===== src/rtl/serial_adder_ctrl.sv =====
// -----------------------------------------------------------------------------
// serial_adder_ctrl
//
// Bit-serial add/subtract sequencer. A single fullAdder cell is stepped one
// bit per cycle, LSB first, with a registered carry between steps. Operands
// arrive over a valid/ready handshake and the result leaves over a second
// valid/ready handshake. This trades WIDTH cycles of latency for a datapath
// that contains only one adder cell.
//
// Parameters:
//   WIDTH  operand/result width in bits (2..32)
//   CNT_W  bit-counter width, derived from WIDTH (not meant to be overridden)
//
// Ports:
//   clk        rising-edge clock
//   rst_n      asynchronous active-low reset
//   in_valid   operand pair valid
//   in_ready   controller can accept operands (high only in IDLE)
//   a, b       operands (unsigned or two's complement)
//   sub        0: a+b, 1: a-b (sampled together with the operands)
//   out_valid  result valid (high only in DONE)
//   out_ready  downstream accepts result
//   sum        result bits, modulo 2^WIDTH
//   cout       final carry out (for subtraction: 1 = no borrow)
//   overflow   signed overflow, valid with out_valid
//              (present only when SERIAL_ADDER_OVERFLOW_EN is defined)
//
// Build option:
//   SERIAL_ADDER_OVERFLOW_EN  adds the overflow output and its capture logic.
//
// State table:
//   IDLE | waiting for an operand pair, in_ready=1
//   RUN  | stepping the adder cell, one bit per cycle
//   DONE | result presented, held until out_ready
// -----------------------------------------------------------------------------

// One-bit full adder cell; the controller below uses exactly one of these.
module fullAdder (
  input  logic x,
  input  logic y,
  input  logic cin,
  output logic s,
  output logic cout
);

  assign s    = x ^ y ^ cin;
  assign cout = (x & y) | (cin & (x ^ y));

endmodule

module serial_adder_ctrl #(
  parameter int WIDTH = 8,
  parameter int CNT_W = $clog2(WIDTH + 1)
) (
  input  logic             clk,
  input  logic             rst_n,
  input  logic             in_valid,
  output logic             in_ready,
  input  logic [WIDTH-1:0] a,
  input  logic [WIDTH-1:0] b,
  input  logic             sub,
  output logic             out_valid,
  input  logic             out_ready,
  output logic [WIDTH-1:0] sum,
  output logic             cout
`ifdef SERIAL_ADDER_OVERFLOW_EN
  ,
  output logic             overflow
`endif
);

  typedef enum logic [1:0] {
    IDLE = 2'b00,
    RUN  = 2'b01,
    DONE = 2'b10
  } state_t;

  state_t state, state_nxt;

  logic [WIDTH-1:0] sh_a;
  logic [WIDTH-1:0] sh_b;
  logic [WIDTH-1:0] sum_q;
  logic             carry;
  logic [CNT_W-1:0] cnt;

  logic load;
  logic step;
  logic last;

  logic fa_s;
  logic fa_cout;

  fullAdder u_fa (
    .x    (sh_a[0]),
    .y    (sh_b[0]),
    .cin  (carry),
    .s    (fa_s),
    .cout (fa_cout)
  );

  assign last = (cnt == CNT_W'(WIDTH - 1));

  // ---------------------------------------------------------------------------
  // FSM: state register
  // ---------------------------------------------------------------------------
  always_ff @(posedge clk or negedge rst_n) begin
    if (!rst_n) begin
      state <= IDLE;
    end else begin
      state <= state_nxt;
    end
  end

  // ---------------------------------------------------------------------------
  // FSM: next state and datapath controls
  // ---------------------------------------------------------------------------
  always_comb begin
    state_nxt = state;
    load      = 1'b0;
    step      = 1'b0;
    case (state)
      IDLE: begin
        if (in_valid) begin
          load      = 1'b1;
          state_nxt = RUN;
        end
      end
      RUN: begin
        step = 1'b1;
        if (last) begin
          state_nxt = DONE;
        end
      end
      DONE: begin
        if (out_ready) begin
          state_nxt = IDLE;
        end
      end
      default: begin
        state_nxt = IDLE;
      end
    endcase
  end

  // ---------------------------------------------------------------------------
  // Serial datapath. Subtraction is a + ~b + 1, so the inverted B operand is
  // loaded and the carry is seeded with the sub bit. Each step retires the
  // LSB of both operands and pushes one result bit into the sum MSB; after
  // WIDTH steps the first result bit has reached bit 0.
  // ---------------------------------------------------------------------------
  always_ff @(posedge clk or negedge rst_n) begin
    if (!rst_n) begin
      sh_a  <= '0;
      sh_b  <= '0;
      sum_q <= '0;
      carry <= 1'b0;
      cnt   <= '0;
    end else if (load) begin
      sh_a  <= a;
      sh_b  <= sub ? ~b : b;
      sum_q <= '0;
      carry <= sub;
      cnt   <= '0;
    end else if (step) begin
      sh_a  <= {1'b0, sh_a[WIDTH-1:1]};
      sh_b  <= {1'b0, sh_b[WIDTH-1:1]};
      sum_q <= {fa_s, sum_q[WIDTH-1:1]};
      carry <= fa_cout;
      cnt   <= cnt + 1'b1;
    end
  end

`ifdef SERIAL_ADDER_OVERFLOW_EN
  // On the last step the registered carry is the carry into the MSB and the
  // cell's cout is the carry out of it; their XOR is signed overflow.
  logic ovf_q;

  always_ff @(posedge clk or negedge rst_n) begin
    if (!rst_n) begin
      ovf_q <= 1'b0;
    end else if (load) begin
      ovf_q <= 1'b0;
    end else if (step && last) begin
      ovf_q <= carry ^ fa_cout;
    end
  end

  assign overflow = ovf_q;
`endif

  assign in_ready  = (state == IDLE);
  assign out_valid = (state == DONE);
  assign sum       = sum_q;
  assign cout      = carry;

endmodule


===== config.mk =====
export PLATFORM = sky130hd
export DESIGN_NAME = serial_adder_ctrl
export DESIGN_NICKNAME = d
export VERILOG_FILES = /design/src/rtl/serial_adder_ctrl.sv
export SDC_FILE = /design/constraint.sdc
export NUM_CORES = 1
export LEC_CHECK = 0
export ABC_AREA = 1
export ABC_CLOCK_PERIOD_IN_PS = 2900
export BUFFER_PORTS_ARGS = -buffer_cell sky130_fd_sc_hd__buf_4
export CAP_MARGIN = 10
export CORE_UTILIZATION = 43
export DETAILED_ROUTE_END_ITERATION = 7
export GPL_ROUTABILITY_DRIVEN = 0
export PLACE_DENSITY = 0.65
export SYNTH_ARGS = -nofsm -noshare
export SYNTH_HDL_FRONTEND = slang
export SYNTH_SLANG_ARGS = --single-unit

===== constraint.sdc =====
create_clock -name clk -period 2.9 [get_ports clk]
set_input_delay 0.58 -clock clk [delete_from_list [all_inputs] [get_ports clk]]
set_output_delay 0.58 -clock clk [all_outputs]
set_load 0.01 [all_outputs]

==> results of run 1 <==
[cell usage after synthesis]
library cell	instances
ha_1	1
nand3_1	10
fa_1	1
o22ai_1	6
clkbuf_8	1
nand4_1	1
o21ai_0	6
inv_4	1
buf_6	2
nor2_2	1
nand2_2	3
buf_4	1
o21ai_1	2
dfrtp_1	31
nor2_1	4
xnor2_1	8
buf_2	3
inv_2	1
inv_1	14
nand2_1	83
[where the power goes]
group	leakage [uW]	switching, uW	internal [uW]
Combinational	0.000512	392	277
Sequential	0.000398	116	615
Clock	0.0000482	154	204
[metal layers]
metal | share of wire, % | wire length, microns | track usage, % | vias up
li1 | - | - | - | 617
met1 | 44 | 1270 | 21.6 | 564
met2 | 50 | 1430 | 31.7 | 18
met3 | 3.8 | 108 | 5.76 | 5
met4 | 1.8 | 51 | 8.77 | 0
met5 | 0 | 0 | 0 | -
[flip-flops by register name, summed over array words and instances (netlist names)]
register,cells
sh_a,8
sh_b,8
sum,8
cnt,4
state,2
cout,1
[placed cells by master (no fill, tap or decap), types with 2 or more instances in the layout]
master	Yosys	routed
inv_1	14	14
o21ai_0	6	6
nand2_1	83	83
clkbuf_4	0	5
nand3_1	10	10
o21ai_1	2	2
nand2_2	3	3
nor2_1	4	4
dfrtp_1	31	31
o22ai_1	6	6
xnor2_1	8	8
buf_4	1	32
[kinds of logic (layout without fill, tap and decap cells)]
kind of cell	after synthesis	after routing	share of synthesized area, %
and+or+nand+nor	102	102	27.5
DFF	31	31	52.2
buffers and inverters	23	56	8.17
AOI/OAI and AO/OA	14	14	5.22
xor gates and xnor gates	8	8	4.72
adders and majority gates	2	2	2.19
[worst reg2reg max path, stage by stage (launching register included)]
cell,delay (ps)
dfrtp_1,420
inv_1,110
nand2_2,140
inv_2,330
nand2_1,110
nand2_1,80
nand2_1,50
nand2_1,50
[stage by stage]
step,worst slack [ps],std cells,power [uW],hold slack [ps],area [sq um]
2_1_floorplan,1710,180,1220,284,1490
3_3_place_gp,1450,249,1390,466,1720
3_5_place_dp,1380,249,1410,465,1720
4_1_cts,1180,257,1780,154,1810
5_1_grt,1170,257,1910,174,1810
6_report,1200,257,1760,158,1810
[worst max-delay path by stage]
stage,endpoint,slack [ps],cells after the start
final,in_ready,1200,2
after global routing,in_ready,1170,2
after floorplan,in_ready,1710,1
after CTS,in_ready,1180,2
after detailed placement,sh_a[6],1380,5
after global placement,sh_a[2],1450,5
[layout make-up]
type / instances / area, sq um
Timing Repair Buffer: 32 / 240
Fill cell: 311 / 1350
Multi-Input combinational cell: 126 / 588
Tap cell: 44 / 55.1
Sequential cell: 31 / 776
Inverter: 16 / 62.6
Clock inverter: 2 / 35.0
Clock buffer: 6 / 51.3
==> impl_metrics.env, run 1 <==
export IMPL_gr_total_overflow=0
export IMPL_core_rowCount=20
export IMPL_post_route_util_pct=57.3
export IMPL_clockRootBuffer="clkbuf_4"
export IMPL_rsz0062_at_grt="false"
export IMPL_grt_pass1_vias=1180
export IMPL_antenna_cells=0
export IMPL_critPathCaptureType="output port"
export IMPL_maxSlewViolCount=0
export IMPL_p_per_area_nw_per_um2=972
export IMPL_worstHoldPathType="input port to asynchronous set/reset pin"
export IMPL_hold_viol=0
export IMPL_crit_required_ps=2320
export IMPL_path_clk_slew_ps=100
export IMPL_crit_fanout=5
export IMPL_drt_initial_drc_count=88
export IMPL_coreArea_sq_um=3150
export IMPL_vias_per_cell=4.68
export IMPL_cp_top_family="flip-flops"
export IMPL_crit_chain="nor2_2 -> buf_4"
export IMPL_cts_buffer_depth=2
export IMPL_cts_tree="yes"
export IMPL_relSlewSlack_pct=74.2
export IMPL_ctsHoldBuffers=0
export IMPL_fin_nets=235
export IMPL_critPathArrivalTime_ps=1120
export IMPL_ir_drop_uv=410
export IMPL_syn_area_sq_um=1490
export IMPL_numCtsBuffers=5
export IMPL_maxCapViolations=0
export IMPL_port_buffers=31
export IMPL_reg2regPathDepth=7
export IMPL_outcome="completed"
export IMPL_dr_pass1_iters=4
export IMPL_p_leak_uw=0.000958
export IMPL_clock_sinks=31
export IMPL_crit_type="register to output port"
export IMPL_clock_skew_ps=5.31
export IMPL_dp_hpwl_mm=2.00
export IMPL_routed_wl_mm=2.85
export IMPL_antenna_found_initial=0
export IMPL_ant_nets=0
export IMPL_tns_ps=0
export IMPL_grt_pass1_wl_mm=4.95
export IMPL_wire_per_inst_microns=11.1
export IMPL_fmax_mhz=589
export IMPL_regToRegEndpoint="sh_b[6]"
export IMPL_worstMarginPinSlew_ps=388
export IMPL_min_period_ps=1700
export IMPL_setup_violations=0
export IMPL_synth_area_top_cells="dfrtp_1 52%, nand2_1 21%, xnor2_1 4.7%"
export IMPL_start_kind="register"
export IMPL_drive_gt1_share_pct=21.6
export IMPL_synth_distinct_cells=20
export IMPL_post_cts_buffers=0
export IMPL_seq_area_frac_synth_pct=52.2
export IMPL_ys_warn_count=0
export IMPL_reg2reg_slack_ps=1550
export IMPL_grt_max_degree=32
export IMPL_r2r_start="state[1]"
export IMPL_die_h_microns=60.8
export IMPL_crit_start="state[0]"
export IMPL_cpPeakStageDelay_ps=450
export IMPL_dieArea_sq_um=3690
export IMPL_vias=1204
export IMPL_syn2layout_area_growth_pct=21.7
export IMPL_grt_util_all_layers_pct=18.7
export IMPL_yosysTopAreaCellShare_pct=52.2
export IMPL_die_x_microns=60.8
export IMPL_initial_core_util_pct=47.1
export IMPL_cp_slowest_cell="dfrtp_1"
export IMPL_synth_top_area_cell="dfrtp_1"
export IMPL_drc_errors=0
export IMPL_netlist_instances=180
export IMPL_syn_nets=203
export IMPL_path_buf_inv=1
export IMPL_insertion_delay_ps=330
export IMPL_finalCritPeriodShare_pct=58.5
export IMPL_post_cts_resized=0
export IMPL_syn_avg_cell_area_sq_um=8.25
export IMPL_num_io_pins=32
export IMPL_h_tree_depth=2
export IMPL_synth_seq_cells=31
(Power assumes the default switching activity.)
==> run 2: changes to the inputs <==
Settings changed: ABC_CLOCK_PERIOD_IN_PS 2900 to 1700.
Clock period 2.9 ns to 1.7 ns, I/O delays scaled along.
==> run 2 against run 1 <==
Effect of this change: register-to-register slack lost 1200 ps; die area is the same; cell count shrank 0.39%; critical path depth is the same; hold slack gained 56 ps; sequential cell count is the same; sequential share of layout area grew 0.85 points; via count shrank 1.9%; total power grew 57%; count of clock-buffer cells in the layout is the same; design area shrank 1.9%; utilization shrank 1.1 points.
==> impl_metrics.env, run 2 (synthesized netlist as in run 1, its figures left out) <==
export IMPL_dieArea_sq_um=3690
export IMPL_rsz0062_at_grt="false"
export IMPL_numCtsBuffers=5
export IMPL_worstMarginPinSlew_ps=384
export IMPL_dr_pass1_iters=4
export IMPL_fin_area_sq_um=1770
export IMPL_post_cts_resized=0
export IMPL_outcome="completed"
export IMPL_grt_pass1_wl_mm=4.94
export IMPL_core_rowCount=20
export IMPL_syn2layout_area_growth_pct=19.4
export IMPL_num_io_pins=32
export IMPL_tns_ps=0
export IMPL_routed_wl_mm=2.81
export IMPL_start_kind="register"
export IMPL_ant_nets=0
export IMPL_maxCapViolations=0
export IMPL_clock_skew_ps=4.89
export IMPL_clock_sinks=31
export IMPL_path_buf_inv=1
export IMPL_antenna_cells=0
export IMPL_min_period_ps=1420
export IMPL_grt_pass1_vias=1173
export IMPL_crit_fanout=5
export IMPL_antenna_found_initial=0
export IMPL_h_tree_depth=2
export IMPL_cp_top_family="flip-flops"
export IMPL_insertion_delay_ps=310
export IMPL_cpPeakStageDelay_ps=440
export IMPL_vias_per_cell=4.61
export IMPL_crit_required_ps=1360
export IMPL_maxSlewViolCount=0
export IMPL_drt_initial_drc_count=30
export IMPL_setup_violations=0
export IMPL_relSlewSlack_pct=74.4
export IMPL_fmax_mhz=704
export IMPL_dp_hpwl_mm=1.95
export IMPL_cts_tree="yes"
export IMPL_finalCritPeriodShare_pct=83.6
export IMPL_vias=1181
export IMPL_wire_per_inst_microns=11.0
export IMPL_ir_drop_uv=633
export IMPL_path_clk_slew_ps=90
export IMPL_post_route_util_pct=56.2
export IMPL_critPathArrivalTime_ps=1080
export IMPL_post_cts_buffers=0
export IMPL_drc_errors=0
export IMPL_fin_nets=236
export IMPL_die_x_microns=60.8
export IMPL_cts_buffer_depth=2
export IMPL_clockRootBuffer="clkbuf_4"
export IMPL_layout_commonest_cell="nand2_1"
export IMPL_port_buffers=31
export IMPL_n_fill_cell=312
export IMPL_worstHoldPathType="input port to register"
export IMPL_final_cell_mix="83 x nand2_1, 32 x buf_4, 31 x dfrtp_1, 14 x inv_1, 10 x nand3_1"
export IMPL_p_per_area_nw_per_um2=1560
export IMPL_grt_util_all_layers_pct=18.2
export IMPL_cp_slowest_cell="dfrtp_1"
export IMPL_initial_core_util_pct=47.1
export IMPL_die_h_microns=60.8
export IMPL_crit_chain="nor2_2 -> buf_4"
export IMPL_crit_type="register to output port"
export IMPL_drive_gt1_share_pct=20.3
export IMPL_p_leak_uw=0.000938
export IMPL_placed_cell_area_sq_um=1720
export IMPL_gr_total_overflow=0
export IMPL_hold_viol=0
export IMPL_critPathCaptureType="output port"
export IMPL_grt_max_degree=32
export IMPL_coreArea_sq_um=3150
[run 2: cell types whose count changed in the layout (fill, tap and decap cells not counted), sizes merged]
cell         previous run  this run
bufinv                  1         0
clkinv                  1         0
dlygate4sd3             0         1
[run 2: layout make-up]
cell class                 instances  area [sq um]  share of cell area, %
clock buffer                       6          41.3                   2.33
multi-input combinational        126           588                   33.2
timing repair buffer              33           250                   14.1
sequential                        31           776                   43.8
inverter                          16          62.6                   3.53
tap                               44          55.1                   3.11
[run 2: metal layers]
metal | wire length (microns) | up-vias | global-route usage (%) | part of all wire, %
met2 | 1390 | 20 | 31.9 | 49
li1 | - | 620 | - | -
met3 | 85 | 4 | 4.48 | 3.0
met1 | 1310 | 537 | 21.7 | 47
met5 | 0 | - | 0 | 0
met4 | 25 | 0 | 6.82 | 0.89
[run 2: through the flow]
step | setup slack [ps] | cells | hold WS [ps] | total power (uW)
after floorplan | 520 | 180 | 44.4 | 2080
after global placement | 390 | 249 | 291 | 2370
after detailed placement | 386 | 249 | 292 | 2410
after CTS | 262 | 256 | 210 | 2790
after global routing | 187 | 256 | 211 | 3050
final | 279 | 256 | 215 | 2760
[run 2: timing repair]
action / CTS / global route
setup endpoints to repair: 0 / 0
hold endpoints to repair: 31 / 0
hold buffers: 1 / 0
[run 2: path summary, 6_finish.rpt]
check	startpoint	endpoint	slack, ps	cells past startpoint
min in group asynchronous	rst_n	sh_a[5]	510	2
worst min-delay path	a[7]	sh_a[7]	210	3
worst min register to register	sh_b[1]	sh_b[1]	490	2
max in group asynchronous	rst_n	sh_b[4]	910	2
worst max-delay path	state[0]	in_ready	280	2
worst max register to register	state[0]	sh_b[0]	400	6
[run 2: tightest hold or removal path: stages]
cell and delay (ps):
buf_4 70, nand2_1 40, nand2_1 40
[run 2: power breakdown]
part           switching [uW]  total (uW)  internal [uW]
clock network             221         368            147
logic                     665        1140            475
registers                 199        1250           1050
